==> config.mk <==
export PLATFORM = sky130hd
export DESIGN_NAME = multicycle_ctrl
export DESIGN_NICKNAME = d
export VERILOG_FILES = /design/src/rtl/multicycle_defs.sv /design/src/rtl/branch_cond.sv /design/src/rtl/multicycle_ctrl.sv
export SDC_FILE = /design/constraint.sdc
export NUM_CORES = 1
export LEC_CHECK = 0
export ABC_CLOCK_PERIOD_IN_PS = 3500
export CAP_MARGIN = 20
export CORE_ASPECT_RATIO = 0.75
export CORE_UTILIZATION = 40
export DETAILED_ROUTE_END_ITERATION = 16
export PLACE_DENSITY = 0.58
export SYNTH_ARGS = -nofsm -noshare
export SYNTH_HDL_FRONTEND = slang
export SYNTH_SLANG_ARGS = --single-unit
==> constraint.sdc <==
create_clock -name clk -period 3.5 [get_ports clk]
set_clock_uncertainty 0.1 [all_clocks]
set_input_delay 0.875 -clock clk [delete_from_list [all_inputs] [get_ports clk]]
set_output_delay 0.875 -clock clk [all_outputs]
set_load 0.005 [all_outputs]
==> src/rtl/multicycle_defs.sv <==
// rtl/multicycle_defs.sv - opcode encodings, step constants and per-step control decode
package multicycle_defs;

    // Major opcodes, InsM = instruction bits [15:11]
    localparam logic [4:0] OP_ALU     = 5'b00000;
    localparam logic [4:0] OP_LHI     = 5'b00001;
    localparam logic [4:0] OP_LLI     = 5'b00010;
    localparam logic [4:0] OP_LDRRI   = 5'b00011;
    localparam logic [4:0] OP_LDRRR   = 5'b00100;
    localparam logic [4:0] OP_STRRI   = 5'b00101;
    localparam logic [4:0] OP_CMP_STR = 5'b00110;
    localparam logic [4:0] OP_ADDI    = 5'b00111;
    localparam logic [4:0] OP_SUBI    = 5'b01000;
    localparam logic [4:0] OP_MOV     = 5'b01011;
    localparam logic [4:0] OP_JMP     = 5'b10000;
    localparam logic [4:0] OP_JALRL   = 5'b10001;
    localparam logic [4:0] OP_JALRR   = 5'b10010;
    localparam logic [4:0] OP_JR      = 5'b10011;
    localparam logic [4:0] OP_BR      = 5'b11000;
    localparam logic [4:0] OP_BAL     = 5'b11001;
    localparam logic [4:0] OP_SYS     = 5'b11100;

    // Minor opcodes, InsL = instruction bits [1:0]
    localparam logic [1:0] L_STRRR = 2'b00;
    localparam logic [1:0] L_CMP   = 2'b01;
    localparam logic [1:0] L_OUTR  = 2'b00;
    localparam logic [1:0] L_HLT   = 2'b01;

    // Branch conditions, InsC = instruction bits [10:8]
    localparam logic [2:0] C_NE = 3'b000;
    localparam logic [2:0] C_EQ = 3'b001;
    localparam logic [2:0] C_CS = 3'b010;
    localparam logic [2:0] C_CC = 3'b011;

    // ALU operations
    localparam logic [1:0] ALU_ADD = 2'b00;
    localparam logic [1:0] ALU_SUB = 2'b10;

    // Step counter values
    localparam logic [2:0] CNT_FETCH  = 3'd0;
    localparam logic [2:0] CNT_DECODE = 3'd1;
    localparam logic [2:0] CNT_EXEC   = 3'd2;
    localparam logic [2:0] CNT_MEM    = 3'd3;

    // Last step per instruction length
    localparam logic [2:0] LAST_SHORT = 3'd2;
    localparam logic [2:0] LAST_MID   = 3'd3;
    localparam logic [2:0] LAST_LONG  = 3'd4;

    typedef enum logic [1:0] {
        ST_FETCH,
        ST_DECODE,
        ST_EXEC,
        ST_HALT
    } state_t;

    // Instructions grouped by identical step behaviour
    typedef enum logic [3:0] {
        CL_SET,   // LHI, LLI, MOV
        CL_CMP,
        CL_OUT,
        CL_BR,    // conditional branch and BAL
        CL_JMP,   // JMP, JR
        CL_ALU,   // ALU, ADDI, SUBI
        CL_ST,
        CL_JAL,
        CL_LD,
        CL_HLT,
        CL_ILL
    } cls_t;

    typedef struct packed {
        logic       buff_pc;
        logic       ir_ld;
        logic       pc_inc;
        logic       pc_ld;
        logic       reg_wr;
        logic       mem_rd;
        logic       mem_wr;
        logic       flag_wr;
        logic       out_en;
        logic       illegal;
        logic [1:0] alu_op;
    } ctrl_t;

    localparam ctrl_t CTRL_IDLE  = '{default: '0};
    localparam ctrl_t CTRL_FETCH = '{ir_ld: 1'b1, pc_inc: 1'b1, default: '0};

    function automatic cls_t classify(input logic [4:0] m, input logic [1:0] l);
        cls_t c;
        c = CL_ILL;
        case (m)
            OP_LHI, OP_LLI, OP_MOV:      c = CL_SET;
            OP_ALU, OP_ADDI, OP_SUBI:    c = CL_ALU;
            OP_LDRRI, OP_LDRRR:          c = CL_LD;
            OP_STRRI:                    c = CL_ST;
            OP_CMP_STR:                  c = (l == L_CMP) ? CL_CMP : ((l == L_STRRR) ? CL_ST : CL_ILL);
            OP_JMP, OP_JR:               c = CL_JMP;
            OP_JALRL, OP_JALRR:          c = CL_JAL;
            OP_BR, OP_BAL:               c = CL_BR;
            OP_SYS:                      c = (l == L_OUTR) ? CL_OUT : ((l == L_HLT) ? CL_HLT : CL_ILL);
            default:                     c = CL_ILL;
        endcase
        return c;
    endfunction

    function automatic logic [2:0] last_cnt(input cls_t c);
        logic [2:0] n;
        n = LAST_SHORT;
        case (c)
            CL_ALU, CL_ST, CL_JAL: n = LAST_MID;
            CL_LD:                 n = LAST_LONG;
            default:               n = LAST_SHORT;
        endcase
        return n;
    endfunction

    // Control word for step cnt of an instruction of class c
    function automatic ctrl_t step_ctrl(input cls_t c, input logic [4:0] m, input logic [1:0] l,
                                        input logic [2:0] cnt, input logic taken);
        ctrl_t o;
        o = CTRL_IDLE;
        if (cnt == CNT_FETCH) begin
            o = CTRL_FETCH;
        end else if (cnt >= CNT_EXEC) begin
            o.buff_pc = (cnt == last_cnt(c)) && (c != CL_HLT);
            case (c)
                CL_SET: o.reg_wr = 1'b1;
                CL_CMP: begin
                    o.flag_wr = 1'b1;
                    o.alu_op  = ALU_SUB;
                end
                CL_OUT: o.out_en = 1'b1;
                CL_BR:  o.pc_ld  = taken;
                CL_JMP: o.pc_ld  = 1'b1;
                CL_ALU: begin
                    o.flag_wr = (cnt == CNT_EXEC);
                    o.reg_wr  = (cnt == LAST_MID);
                    o.alu_op  = (m == OP_ALU) ? l : ((m == OP_SUBI) ? ALU_SUB : ALU_ADD);
                end
                CL_ST:  o.mem_wr = (cnt == CNT_MEM);
                CL_JAL: begin
                    o.reg_wr = (cnt == CNT_EXEC);
                    o.pc_ld  = (cnt == LAST_MID);
                end
                CL_LD:  begin
                    o.mem_rd = (cnt == CNT_MEM);
                    o.reg_wr = (cnt == LAST_LONG);
                end
                CL_ILL: o.illegal = 1'b1;
                default: o = CTRL_IDLE;
            endcase
        end
        return o;
    endfunction

endpackage

==> src/rtl/branch_cond.sv <==
// rtl/branch_cond.sv - branch taken evaluation from opcode, condition and flags
module branch_cond
    import multicycle_defs::*;
(
    input  logic [4:0] InsM,
    input  logic [2:0] InsC,
    input  logic       FlagC,
    input  logic       FlagZ,
    output logic       Taken
);

    logic cond_met;

    // Condition code against the current flags; unlisted codes never take
    always_comb begin
        cond_met = 1'b0;
        case (InsC)
            C_NE:    cond_met = !FlagZ;
            C_EQ:    cond_met = FlagZ;
            C_CS:    cond_met = FlagC;
            C_CC:    cond_met = !FlagC;
            default: cond_met = 1'b0;
        endcase
    end

    assign Taken = (InsM == OP_BAL) || ((InsM == OP_BR) && cond_met);

endmodule

==> src/rtl/multicycle_ctrl.sv <==
// rtl/multicycle_ctrl.sv - multicycle CPU step sequencer with registered control strobes
module multicycle_ctrl
    import multicycle_defs::*;
(
    input  logic       clk,
    input  logic       Rst_n,
    input  logic [4:0] InsM,
    input  logic [2:0] InsC,
    input  logic [1:0] InsL,
    input  logic       FlagC,
    input  logic       FlagZ,
    input  logic       Mem_Rdy,
    output logic [2:0] Cnt,
    output logic       Buff_PC,
    output logic       IR_Ld,
    output logic       PC_Inc,
    output logic       PC_Ld,
    output logic       Reg_Wr,
    output logic       Mem_Rd,
    output logic       Mem_Wr,
    output logic       Flag_Wr,
    output logic       Out_En,
    output logic [1:0] ALU_Op,
    output logic       Halted,
    output logic       Illegal
);

    state_t     state;
    logic [2:0] cnt_q;
    logic [4:0] op_m;
    logic [2:0] op_c;
    logic [1:0] op_l;
    ctrl_t      ctrl_q;
    logic       halted_q;

    cls_t       new_cls;
    cls_t       cur_cls;
    logic [4:0] br_m;
    logic [2:0] br_c;
    logic       taken;
    logic       mem_step;

    assign new_cls = classify(InsM, InsL);
    assign cur_cls = classify(op_m, op_l);

    // Branch decision is taken on the edge that latches the opcode; afterwards only the latched copy is seen
    assign br_m = (state == ST_DECODE) ? InsM : op_m;
    assign br_c = (state == ST_DECODE) ? InsC : op_c;

    branch_cond u_branch_cond (
        .InsM  (br_m),
        .InsC  (br_c),
        .FlagC (FlagC),
        .FlagZ (FlagZ),
        .Taken (taken)
    );

    assign mem_step = ((cur_cls == CL_LD) || (cur_cls == CL_ST)) && (cnt_q == CNT_MEM);

    // Step sequencer: outputs are registered by computing the control word of the step being entered
    always_ff @(posedge clk or negedge Rst_n) begin
        if (!Rst_n) begin
            state    <= ST_FETCH;
            cnt_q    <= CNT_FETCH;
            op_m     <= '0;
            op_c     <= '0;
            op_l     <= '0;
            ctrl_q   <= CTRL_FETCH;
            halted_q <= 1'b0;
        end else begin
            case (state)
                ST_FETCH: begin
                    state  <= ST_DECODE;
                    cnt_q  <= CNT_DECODE;
                    ctrl_q <= CTRL_IDLE;
                end
                ST_DECODE: begin
                    op_m  <= InsM;
                    op_c  <= InsC;
                    op_l  <= InsL;
                    cnt_q <= CNT_EXEC;
                    if (new_cls == CL_HLT) begin
                        state    <= ST_HALT;
                        halted_q <= 1'b1;
                        ctrl_q   <= CTRL_IDLE;
                    end else begin
                        state  <= ST_EXEC;
                        ctrl_q <= step_ctrl(new_cls, InsM, InsL, CNT_EXEC, taken);
                    end
                end
                ST_EXEC: begin
                    if (mem_step && !Mem_Rdy) begin
                        // Memory not ready: hold the step and its strobes
                        state <= ST_EXEC;
                    end else if (cnt_q == last_cnt(cur_cls)) begin
                        state  <= ST_FETCH;
                        cnt_q  <= CNT_FETCH;
                        ctrl_q <= CTRL_FETCH;
                    end else begin
                        cnt_q  <= cnt_q + 3'd1;
                        ctrl_q <= step_ctrl(cur_cls, op_m, op_l, cnt_q + 3'd1, taken);
                    end
                end
                ST_HALT: begin
                    // Parked until reset
                    state <= ST_HALT;
                end
                default: begin
                    state  <= ST_FETCH;
                    cnt_q  <= CNT_FETCH;
                    ctrl_q <= CTRL_FETCH;
                end
            endcase
        end
    end

    assign Cnt     = cnt_q;
    assign Buff_PC = ctrl_q.buff_pc;
    assign IR_Ld   = ctrl_q.ir_ld;
    assign PC_Inc  = ctrl_q.pc_inc;
    assign PC_Ld   = ctrl_q.pc_ld;
    assign Reg_Wr  = ctrl_q.reg_wr;
    assign Mem_Rd  = ctrl_q.mem_rd;
    assign Mem_Wr  = ctrl_q.mem_wr;
    assign Flag_Wr = ctrl_q.flag_wr;
    assign Out_En  = ctrl_q.out_en;
    assign ALU_Op  = ctrl_q.alu_op;
    assign Illegal = ctrl_q.illegal;
    assign Halted  = halted_q;

endmodule

Yosys cells after proc, flatten, opt, wreduce, memory -nomap -nowiden:

Index checks and enable logic that the tools add are counted.

* word-level logic and storage cells: 188
* memories: 0
* input port bits: 15
* flip-flop bits (word level): 28
* bits in latches: 0
* memory bits (read-only): 0
* bits in writable memories: 0

* $mul: 0
* bitwise logic cells: 0
* multiplexer cells: 57
* div/mod/pow operators: 0
* order comparisons: 1
* equality and inequality tests: 72
* shifts and indexed selects: 0
* add/sub/neg operators: 1
* reductions and logical operators: 40

Operator list (number)
* 5-bit equality test, second input constant: 16
* 4-bit one-hot mux with 9 select lines: 2
* 12-bit two-way mux: 5
* 3-bit two-way mux: 14
* 5-bit by 3-bit equality test with 1-bit output, second input constant: 8
* 12-bit one-hot mux with 3 select lines: 1
* 4-bit by 3-bit equality test with 1-bit output, second input constant: 8
* 4-bit two-way mux: 6
* 4-bit equality test, second input constant: 5
* 5-bit by 2-bit equality test with 1-bit output, second input constant: 4
* 5-bit by 4-bit equality test with 1-bit output, second input constant: 4
* 10-bit OR reduction: 2
* 2-bit OR reduction: 10
* 3-bit OR reduction: 6
* 4-bit by 2-bit equality test with 1-bit output, second input constant: 4
* 2-bit two-way mux: 8
* 3-bit by 2-bit equality test with 1-bit output, second input constant: 5
* 3-bit one-hot mux with 2 select lines: 2
* 5-bit by 1-bit equality test with 1-bit output, second input constant: 2
* 5-bit zero test: 2
* 1-bit two-way mux: 9
* 3-bit one-hot mux with 3 select lines: 1
* 4-bit by 1-bit equality test with 1-bit output, second input constant: 2
* 4-bit zero test: 2
* 24 further kinds: 43

Longest topological paths before layout:

Gate-level depths: netlist of the first run.

* word-level depth: 22
* depth in mapped cells: 10
* gate-level depth less buffers: 9

Hierarchy:

From an unflattened synthesis of the first run, not the netlist that was laid out.

* cell total of the unflattened synthesis: 290
* area, all modules: 2343.5 um2

By module, submodules not included
* multicycle_ctrl: sequential area each 676.9 um2, cells each 283, area each 2285.9 um2, times used 1
* branch_cond: sequential area each 0.0 um2, cells each 7, area each 57.6 um2, times used 1

Worst setup path after synthesis of the first run:

Ideal clock, no wire load.

* path type: register to register
* start: reg op_m[1]
* end: reg cnt_q[0] (netlist: Cnt[0])
* cell stages (with the launch flop): 9
* data required time: 3.275 ns
* path slack: 1.052 ns
* arrival time: 2.223 ns
* cell sequence: dfrtp_1 -> buf_4 -> or3b_4 -> a211oi_4 -> mux2i_1 -> o21ai_2 -> nand2_1 -> o22ai_1 -> mux2_2

* longest elaborated chain between the ends: 12
* elaborated cells on any way between the ends: 41
* those cells by class: eq/ne: 22; mux: 7; reduce/logical: 12

RTL lines
* start, declared: line multicycle_ctrl.sv:30 `logic [4:0] op_m;`
* start signal, assigned: line multicycle_ctrl.sv:78 `op_m <= InsM;`
* 5-bit by 4-bit equality test with 1-bit output (tied with other cells): line multicycle_defs.sv:92 `case (m)`
* 3-bit OR reduction or 2-bit OR reduction (tied branches): line multicycle_defs.sv:92
* 4-bit one-hot mux with 9 select lines *: line multicycle_defs.sv:92
* 4-bit by 3-bit equality test with 1-bit output (on tied branches): line multicycle_defs.sv:110, multicycle_ctrl.sv:58
* 3-bit OR reduction: line multicycle_defs.sv:110 `case (c)`
* 3-bit one-hot mux with 2 select lines: line multicycle_defs.sv:110
* 3-bit two-way mux: line multicycle_ctrl.sv:92 `if (mem_step && !Mem_Rdy) begin`
* 3-bit two-way mux: line multicycle_ctrl.sv:71 `case (state)`
* 3-bit equality test: line multicycle_ctrl.sv:95 `end else if (cnt_q == last_cnt(cur_cls)) begin`
* 3-bit two-way mux: line multicycle_ctrl.sv:95
* 3-bit two-way mux: line multicycle_ctrl.sv:92
* 3-bit one-hot mux with 3 select lines: line multicycle_ctrl.sv:71
* end signal, assigned: line multicycle_ctrl.sv:100 `cnt_q <= cnt_q + 3'd1;`
* end, declared: line multicycle_ctrl.sv:29 `logic [2:0] cnt_q;`

Mark *: on every way between the ends. The rest lies on a longest branch, timed or not. The select of a mux whose other input is x is not followed.
A chain may end at the register's enable or synchronous reset.

Worst setup path in the final report of the first run:

* start: in InsM[3]
* end: reg ctrl_q (netlist bit Flag_Wr)

* longest elaborated chain between the ends: 8
* elaborated cells on any way between the ends: 31
* those cells by class: eq/ne: 19; mux: 4; reduce/logical: 8

RTL lines
* start, declared: line multicycle_ctrl.sv:7 `input logic [4:0] InsM,`
* 5-bit by 4-bit equality test with 1-bit output (tied with other cells): line multicycle_defs.sv:92
* 3-bit OR reduction or 2-bit OR reduction (tied branches): line multicycle_defs.sv:92
* 4-bit one-hot mux with 9 select lines *: line multicycle_defs.sv:92
* 4-bit by 3-bit equality test with 1-bit output or 4-bit by 1-bit equality test with 1-bit output (tied branches): line multicycle_defs.sv:127 `case (c)`
* 2-bit OR reduction (no line)
* 1-bit two-way mux: line multicycle_defs.sv:127
* 12-bit two-way mux *: line multicycle_ctrl.sv:82 `if (new_cls == CL_HLT) begin`
* 12-bit one-hot mux with 3 select lines *: line multicycle_ctrl.sv:71
* end signal, assigned: line multicycle_ctrl.sv:88 `ctrl_q <= step_ctrl(new_cls, InsM, InsL, CNT_EXEC, taken);`
* end signal, assigned: line multicycle_ctrl.sv:101 `ctrl_q <= step_ctrl(cur_cls, op_m, op_l, cnt_q + 3'd1, taken);`
* end, declared: line multicycle_ctrl.sv:33 `ctrl_t ctrl_q;`

Mark *: on every way between the ends. The rest lies on a longest branch, timed or not.

==> results of run 1 <==
path summary, 6_finish.rpt:
kind	from	cells past startpoint	to
hold reg to reg	Halted	1	Halted
setup / recovery	InsM[3]	8	Flag_Wr
max in group asynchronous	Rst_n	2	IR_Ld
min in group asynchronous	Rst_n	2	Cnt[1]
setup reg to reg	op_m[1]	7	Cnt[0]
hold / removal	Halted	1	Halted
flip-flops by register name, indices dropped and copies added (netlist names):
signal,cells
ALU_Op,2
Buff_PC,1
Cnt,3
Flag_Wr,1
Halted,1
IR_Ld,1
Illegal,1
Mem_Rd,1
Mem_Wr,1
Out_En,1
PC_Ld,1
Reg_Wr,1
op_c,3
op_l,2
op_m,5
state,2
logic make-up (layout without fill, tap and decap cells):
kind of cell / count (synthesis) / after routing / synth area share, %
and+or+nand+nor: 98 / 98 / 22.4
xor gates and xnor gates: 4 / 4 / 1.52
AOI/OAI and AO/OA: 87 / 87 / 27.5
buffers and inverters: 41 / 60 / 7.61
muxes: 13 / 13 / 6.14
DFF: 27 / 27 / 29.4
adders and majority gates: 10 / 10 / 5.44
layer usage:
metal / GRT usage (%) / part of all wire, % / vias up
li1: - / - / 1050
met1: 34.0 / 53 / 992
met2: 29.3 / 41 / 70
met3: 3.55 / 5.8 / 2
met4: 2.58 / 0.38 / 0
met5: 0 / 0 / -
synth_stat cells (3+ instances only):
library cell	count
a21oi_1	14
buf_4	4
nor2b_1	4
mux2i_1	4
buf_2	5
a41oi_1	3
nor3b_1	4
o31ai_1	4
o21ai_0	26
nor3_1	9
inv_1	17
nand3_1	6
mux2_2	9
o31ai_2	4
clkbuf_1	15
ha_1	10
nor2_1	17
nand2b_1	8
dfrtp_1	26
nand2_1	31
a31oi_1	4
nand3b_1	4
worst register-to-register path, cell delays in order, from the launching register on:
cell and delay, ns:
dfrtp_1 0.52, or3b_4 0.47, a211oi_4 0.38, mux2i_1 0.50
o21ai_2 0.17, nand2_1 0.23, o22ai_1 0.12, mux2_2 0.27
power groups by stage:
| stage | logic, uW | clock network, uW | registers [uW] |
|---|---|---|---|
| global route | 1340 | 198 | 633 |
| finish | 1230 | 180 | 606 |
| CTS | 1220 | 186 | 605 |
| detailed placement | 1210 | 0 | 609 |
| global placement | 1220 | 0 | 610 |
| floorplan | 997 | 0 | 491 |
final cells by class:
cell class,instances,area share (%)
flip-flops and latches,27,25.1
multi-input cells,212,53.7
repair buffers,39,13.6
clock buffers,4,1.67
well taps,75,3.48
inverters,17,2.37
metrics by stage:
step	total power, uW	cells	worst slack (ns)	utilization [%]	hold slack (ns)
2_1_floorplan	1490	280	1.05	-	0.365
3_3_place_gp	1830	370	0.360	48.7	0.355
3_5_place_dp	1820	370	0.369	48.7	0.360
4_1_cts	2010	374	0.647	49.6	0.393
5_1_grt	2170	374	0.494	49.6	0.412
6_report	2010	374	0.612	49.6	0.393
==> impl_metrics.json, run 1 <==
{
  "result_of_the_run": "finished clean",
  "design.final.nets": 325,
  "timing.critical_path.mode_cell": "o21ai_0",
  "critPathLaunchType": "input port",
  "wl_microns": 6040,
  "timing.critical_path.required_ns": 3.59,
  "drc": 0,
  "die_w_microns": 89.6,
  "post_cts_resize_count": 0,
  "synth_seq_cells": 27,
  "first_global_vias": 1842,
  "worst_skew_pair.late_latency_ns": 0.27,
  "post_drt_via_cell_ratio": 5.65,
  "yosys_warnings": 0,
  "floorplan.die_area_sq_um": 6060,
  "antenna_violating_nets_post_route": 0,
  "cp_max_fo": 12,
  "drv_slew": 0,
  "fill_cells": 529,
  "seq_power_share_pct": 30.1,
  "max_slew.worst_pin.slew_ns": 0.629,
  "synthesis.nets": 305,
  "cts_tree": "built",
  "n_antenna_cell": 0,
  "crit_path_cell_trace": "clkdlybuf4s50_1 -> inv_1 -> o211ai_1 -> o21ai_0 -> a211oi_1 -> and3_1 -> a21oi_1 -> o21ai_0",
  "grt_max_degree": 28,
  "worstPathBufferInverterCount": 2,
  "period_needed_ns": 2.89,
  "internal-power_uw": 1040,
  "timing.hold.worst.class": "flip-flop to flip-flop",
  "initial_utilization_pct": 42.3,
  "dr.first_iter.drc_count": 132,
  "multi_input_comb_area_sq_um": 1450,
  "sw_frac_of_total_pct": 48.4,
  "core_sq_um": 5440,
  "arrival_ns": 2.97,
  "routed_length_per_placed_instance_microns": 16.2,
  "synth_top_area_share_pct": 28.3,
  "post_route_cells_drive_above_1_share_pct": 12.7,
  "first_pass_grt_wire_length_microns": 9560,
  "synth.yosys.seq_area_share_pct": 29.4,
  "cts_inserted_buffers": 3,
  "switching_power_uw": 974,
  "gr-total-overflow": 0,
  "synthDistinctLibCells": 63,
  "synth.area.top_cells": "dfrtp_1 28%, o21ai_0 5.7%, ha_1 5.4%",
  "cpPeakStageDelay_ns": 0.71,
  "report.final.hold_viol_count": 0,
  "synth_edf_count": 0,
  "netlist.top_cell.by_area": "dfrtp_1",
  "clock_pin_slew_reported_for_the_worst_setup_and_hold_paths_after_clock_tree_synthesis_ns": 0.09,
  "power.static_leakage_uw": 0.00106,
  "slew_headroom_pct": 58.0,
  "fmax_ghz": 0.346,
  "area_growth_pct": 17.2,
  "num_rows": 23,
  "layout.cells.most_common": "nand2_1",
  "track_usage_pct": 21.1,
  "peakVddDrop_uv": 262,
  "antenna_violations_before_repair": 0,
  "cts.repair_timing.setup_buffer_count": 0,
  "die_height_microns": 67.7,
  "clkSinkCount": 27,
  "maxCapViolations": 0,
  "timing.reg2reg.setup_slack_ns": 0.63,
  "clk_root_buffer_cell": "clkbuf_8",
  "place_congestion": 0.891,
  "cellPowerDensity_nw_per_um2": 747,
  "post-route-period-util_pct": 82.5,
  "syn_avg_cell_area_sq_um": 8.22,
  "worstSetupEndpointType": "flip-flop",
  "drt_first_pass_iters": 4,
  "postPlaceCellArea_sq_um": 2650,
  "grt_setup_unrepaired": "no",
  "synth_top_flop_cell": "dfrtp_1",
  "ff_latch_area_sq_um": 677,
  "htree_levels": 1,
  "criticalPathCategory": "input port to flip-flop",
  "synthesis.area_sq_um": 2300,
  "finalSetupViolCount": 0,
  "detailroute.via_count": 2114,
  "synth-async-reset-ratio_pct": 100,
  "power.clock.fraction_pct": 9.0,
  "io-pin-count": 31,
  "finalSetupTns_ns": 0,
  "share_comb_of_total_power_pct": 61.0,
  "commonest_cells_after_routing_fill_and_taps_aside": "31 x nand2_1, 30 x clkdlybuf4s50_1, 26 x dfrtp_1, 26 x o21ai_0",
  "cts_hold_repair.buffers": 0,
  "cp_top_family": "compound AO/OA/AOI/OAI gates",
  "netlist_instances": 280,
  "portBuffers": 30,
  "detailedPlacementHpwl_microns": 4570,
  "final_cell_area_sq_um": 2700,
  "critPathSlowestCell": "clkdlybuf4s50_1",
  "clock_path_buffers": 2
}
No activity file was read; power rests on OpenSTA's default activity.
==> inputs of run 2 (changes only) <==
ABC_CLOCK_PERIOD_IN_PS = 2700   (was 3500)
clock period = 2.7 ns   (was 3.5 ns; I/O delays follow)
==> run 2 against run 1 <==
Sequential share of layout area is 1.9 points lower. Critical path depth fell by 1. Via count grew 6.6%. Die area is the same. Critical path type is now flip-flop to flip-flop. Worst setup slack worse by 0.44 ns. Clock power up 34%. Largest power group unchanged.
==> impl_metrics.json, run 2 (synthesized netlist as in run 1, its figures left out) <==
{
  "cts.repair_timing.setup_buffer_count": 0,
  "peakVddDrop_uv": 481,
  "clock_path_buffers": 2,
  "maxCapViolations": 0,
  "regMostFlops": "op_m",
  "place_ws_ns": -0.0414,
  "die_w_microns": 89.6,
  "core_sq_um": 5440,
  "max_slew.worst_pin.slew_ns": 0.423,
  "post-route-period-util_pct": 93.7,
  "htree_levels": 1,
  "clock_pin_slew_reported_for_the_worst_setup_and_hold_paths_after_clock_tree_synthesis_ns": 0.10,
  "n_antenna_cell": 0,
  "finalNonFillerCells": 402,
  "r2r.worst_path.cells": 7,
  "drv_slew": 0,
  "post_route_cells_drive_above_1_share_pct": 20.5,
  "slew_headroom_pct": 71.6,
  "gr-total-overflow": 0,
  "first_global_vias": 2041,
  "floorplan.die_area_sq_um": 6060,
  "worstSetupEndpointType": "flip-flop",
  "wl_microns": 6270,
  "cp_max_fo": 8,
  "worst_skew_pair.late_latency_ns": 0.28,
  "design.final.nets": 353,
  "grt_max_degree": 28,
  "r2r_start": "op_m[1]",
  "antenna_violations_before_repair": 0,
  "critPathLaunchType": "flip-flop",
  "cts_tree": "built",
  "routed_length_per_placed_instance_microns": 15.6,
  "detailroute.via_count": 2253,
  "clkSinkCount": 27,
  "io-pin-count": 31,
  "first_pass_grt_wire_length_microns": 10600,
  "post_drt_via_cell_ratio": 5.60,
  "finalSetupViolCount": 0,
  "fin_ws_ns": 0.169,
  "grt_setup_unrepaired": "no",
  "result_of_the_run": "finished clean",
  "drt_first_pass_iters": 5,
  "critical_path.startpoint": "op_m[1]",
  "cts_inserted_buffers": 3,
  "commonest_cells_after_routing_fill_and_taps_aside": "36 x buf_4, 31 x nand2_1, 30 x clkdlybuf4s50_1, 26 x o21ai_0, 25 x dfrtp_1",
  "cellPowerDensity_nw_per_um2": 959,
  "report.final.hold_viol_count": 0,
  "area_growth_pct": 26.9,
  "timing.hold.worst.class": "flip-flop to flip-flop",
  "largest_register_ff_count": 5,
  "fmax_ghz": 0.395,
  "worst_r2r_endpoint": "Mem_Wr",
  "num_rows": 23,
  "arrival_ns": 2.63,
  "finalCoreUtilization_pct": 53.7,
  "dp_cells": 398,
  "clk_root_buffer_cell": "clkbuf_8",
  "period_needed_ns": 2.53,
  "die_height_microns": 67.7,
  "detailedPlacementHpwl_microns": 4920,
  "antenna_violating_nets_post_route": 0,
  "termination_of_the_worst_setup_path": "Mem_Wr",
  "place_congestion": 0.867,
  "dr.first_iter.drc_count": 136,
  "criticalPathCategory": "flip-flop to flip-flop",
  "track_usage_pct": 23.4,
  "timing.reg2reg.setup_slack_ns": 0.17,
  "timing.critical_path.required_ns": 2.80,
  "power.static_leakage_uw": 0.00119,
  "initial_utilization_pct": 42.3,
  "drc": 0,
  "portBuffers": 30,
  "layout.cells.most_common": "buf_4"
}
[run 2: what timing repair did]
item                       CTS  global route
setup endpoints to repair    0            10
gates resized for setup      0             2
hold buffers                 0             0
[run 2: metrics by stage]
step	hold WS (ns)	setup TNS, ns	area (sq um)	power, uW
3_3_place_gp	0.355	-0.0561	2870	2540
3_5_place_dp	0.358	-0.0414	2870	2540
5_1_grt	0.405	0	2920	3050
2_1_floorplan	0.279	0	2300	1930
6_report	0.380	0	2920	2800
4_1_cts	0.387	0	2920	2790
[run 2: how the worst min path moves through the flow]
stage | slack [ns] | cells past startpoint | start | end
detailed placement | 0.36 | 1 | Halted | Halted
CTS | 0.39 | 1 | Halted | Halted
finish | 0.38 | 1 | Halted | Halted
global route | 0.41 | 1 | Halted | Halted
floorplan | 0.28 | 0 | Rst_n | ALU_Op[0]
global placement | 0.35 | 1 | Halted | Halted
[run 2: report_power, final]
part	switching (uW)	leakage, uW	internal [uW]
clock network	136	0.0000228	106
registers	150	0.000341	544
logic	1030	0.000830	839
[run 2: per-layer routing]
| layer | up-vias | GRT usage, % | routed length (microns) |
|---|---|---|---|
| li1 | 1098 | - | - |
| met2 | 56 | 32.9 | 2590 |
| met1 | 1093 | 37.6 | 3350 |
| met5 | - | 0 | 0 |
| met3 | 6 | 3.91 | 286 |
| met4 | 0 | 2.98 | 40 |
[run 2: worst max-delay path, stage by stage, from the launching register on]
cell	delay, ns
dfrtp_2	0.49
or3b_4	0.44
a211oi_4	0.40
mux2i_1	0.18
buf_4	0.17
a21oi_4	0.28
nand4_2	0.18
o31ai_2	0.21
[run 2: area by class of cell]
cell class              instances  area [sq um]
inverters                      17          63.8
repair buffers                 67           591
clock buffers                   4          45.0
flip-flops and latches         27           678
fillers                       507          2520
multi-input cells             212          1450
well taps                      75          93.8
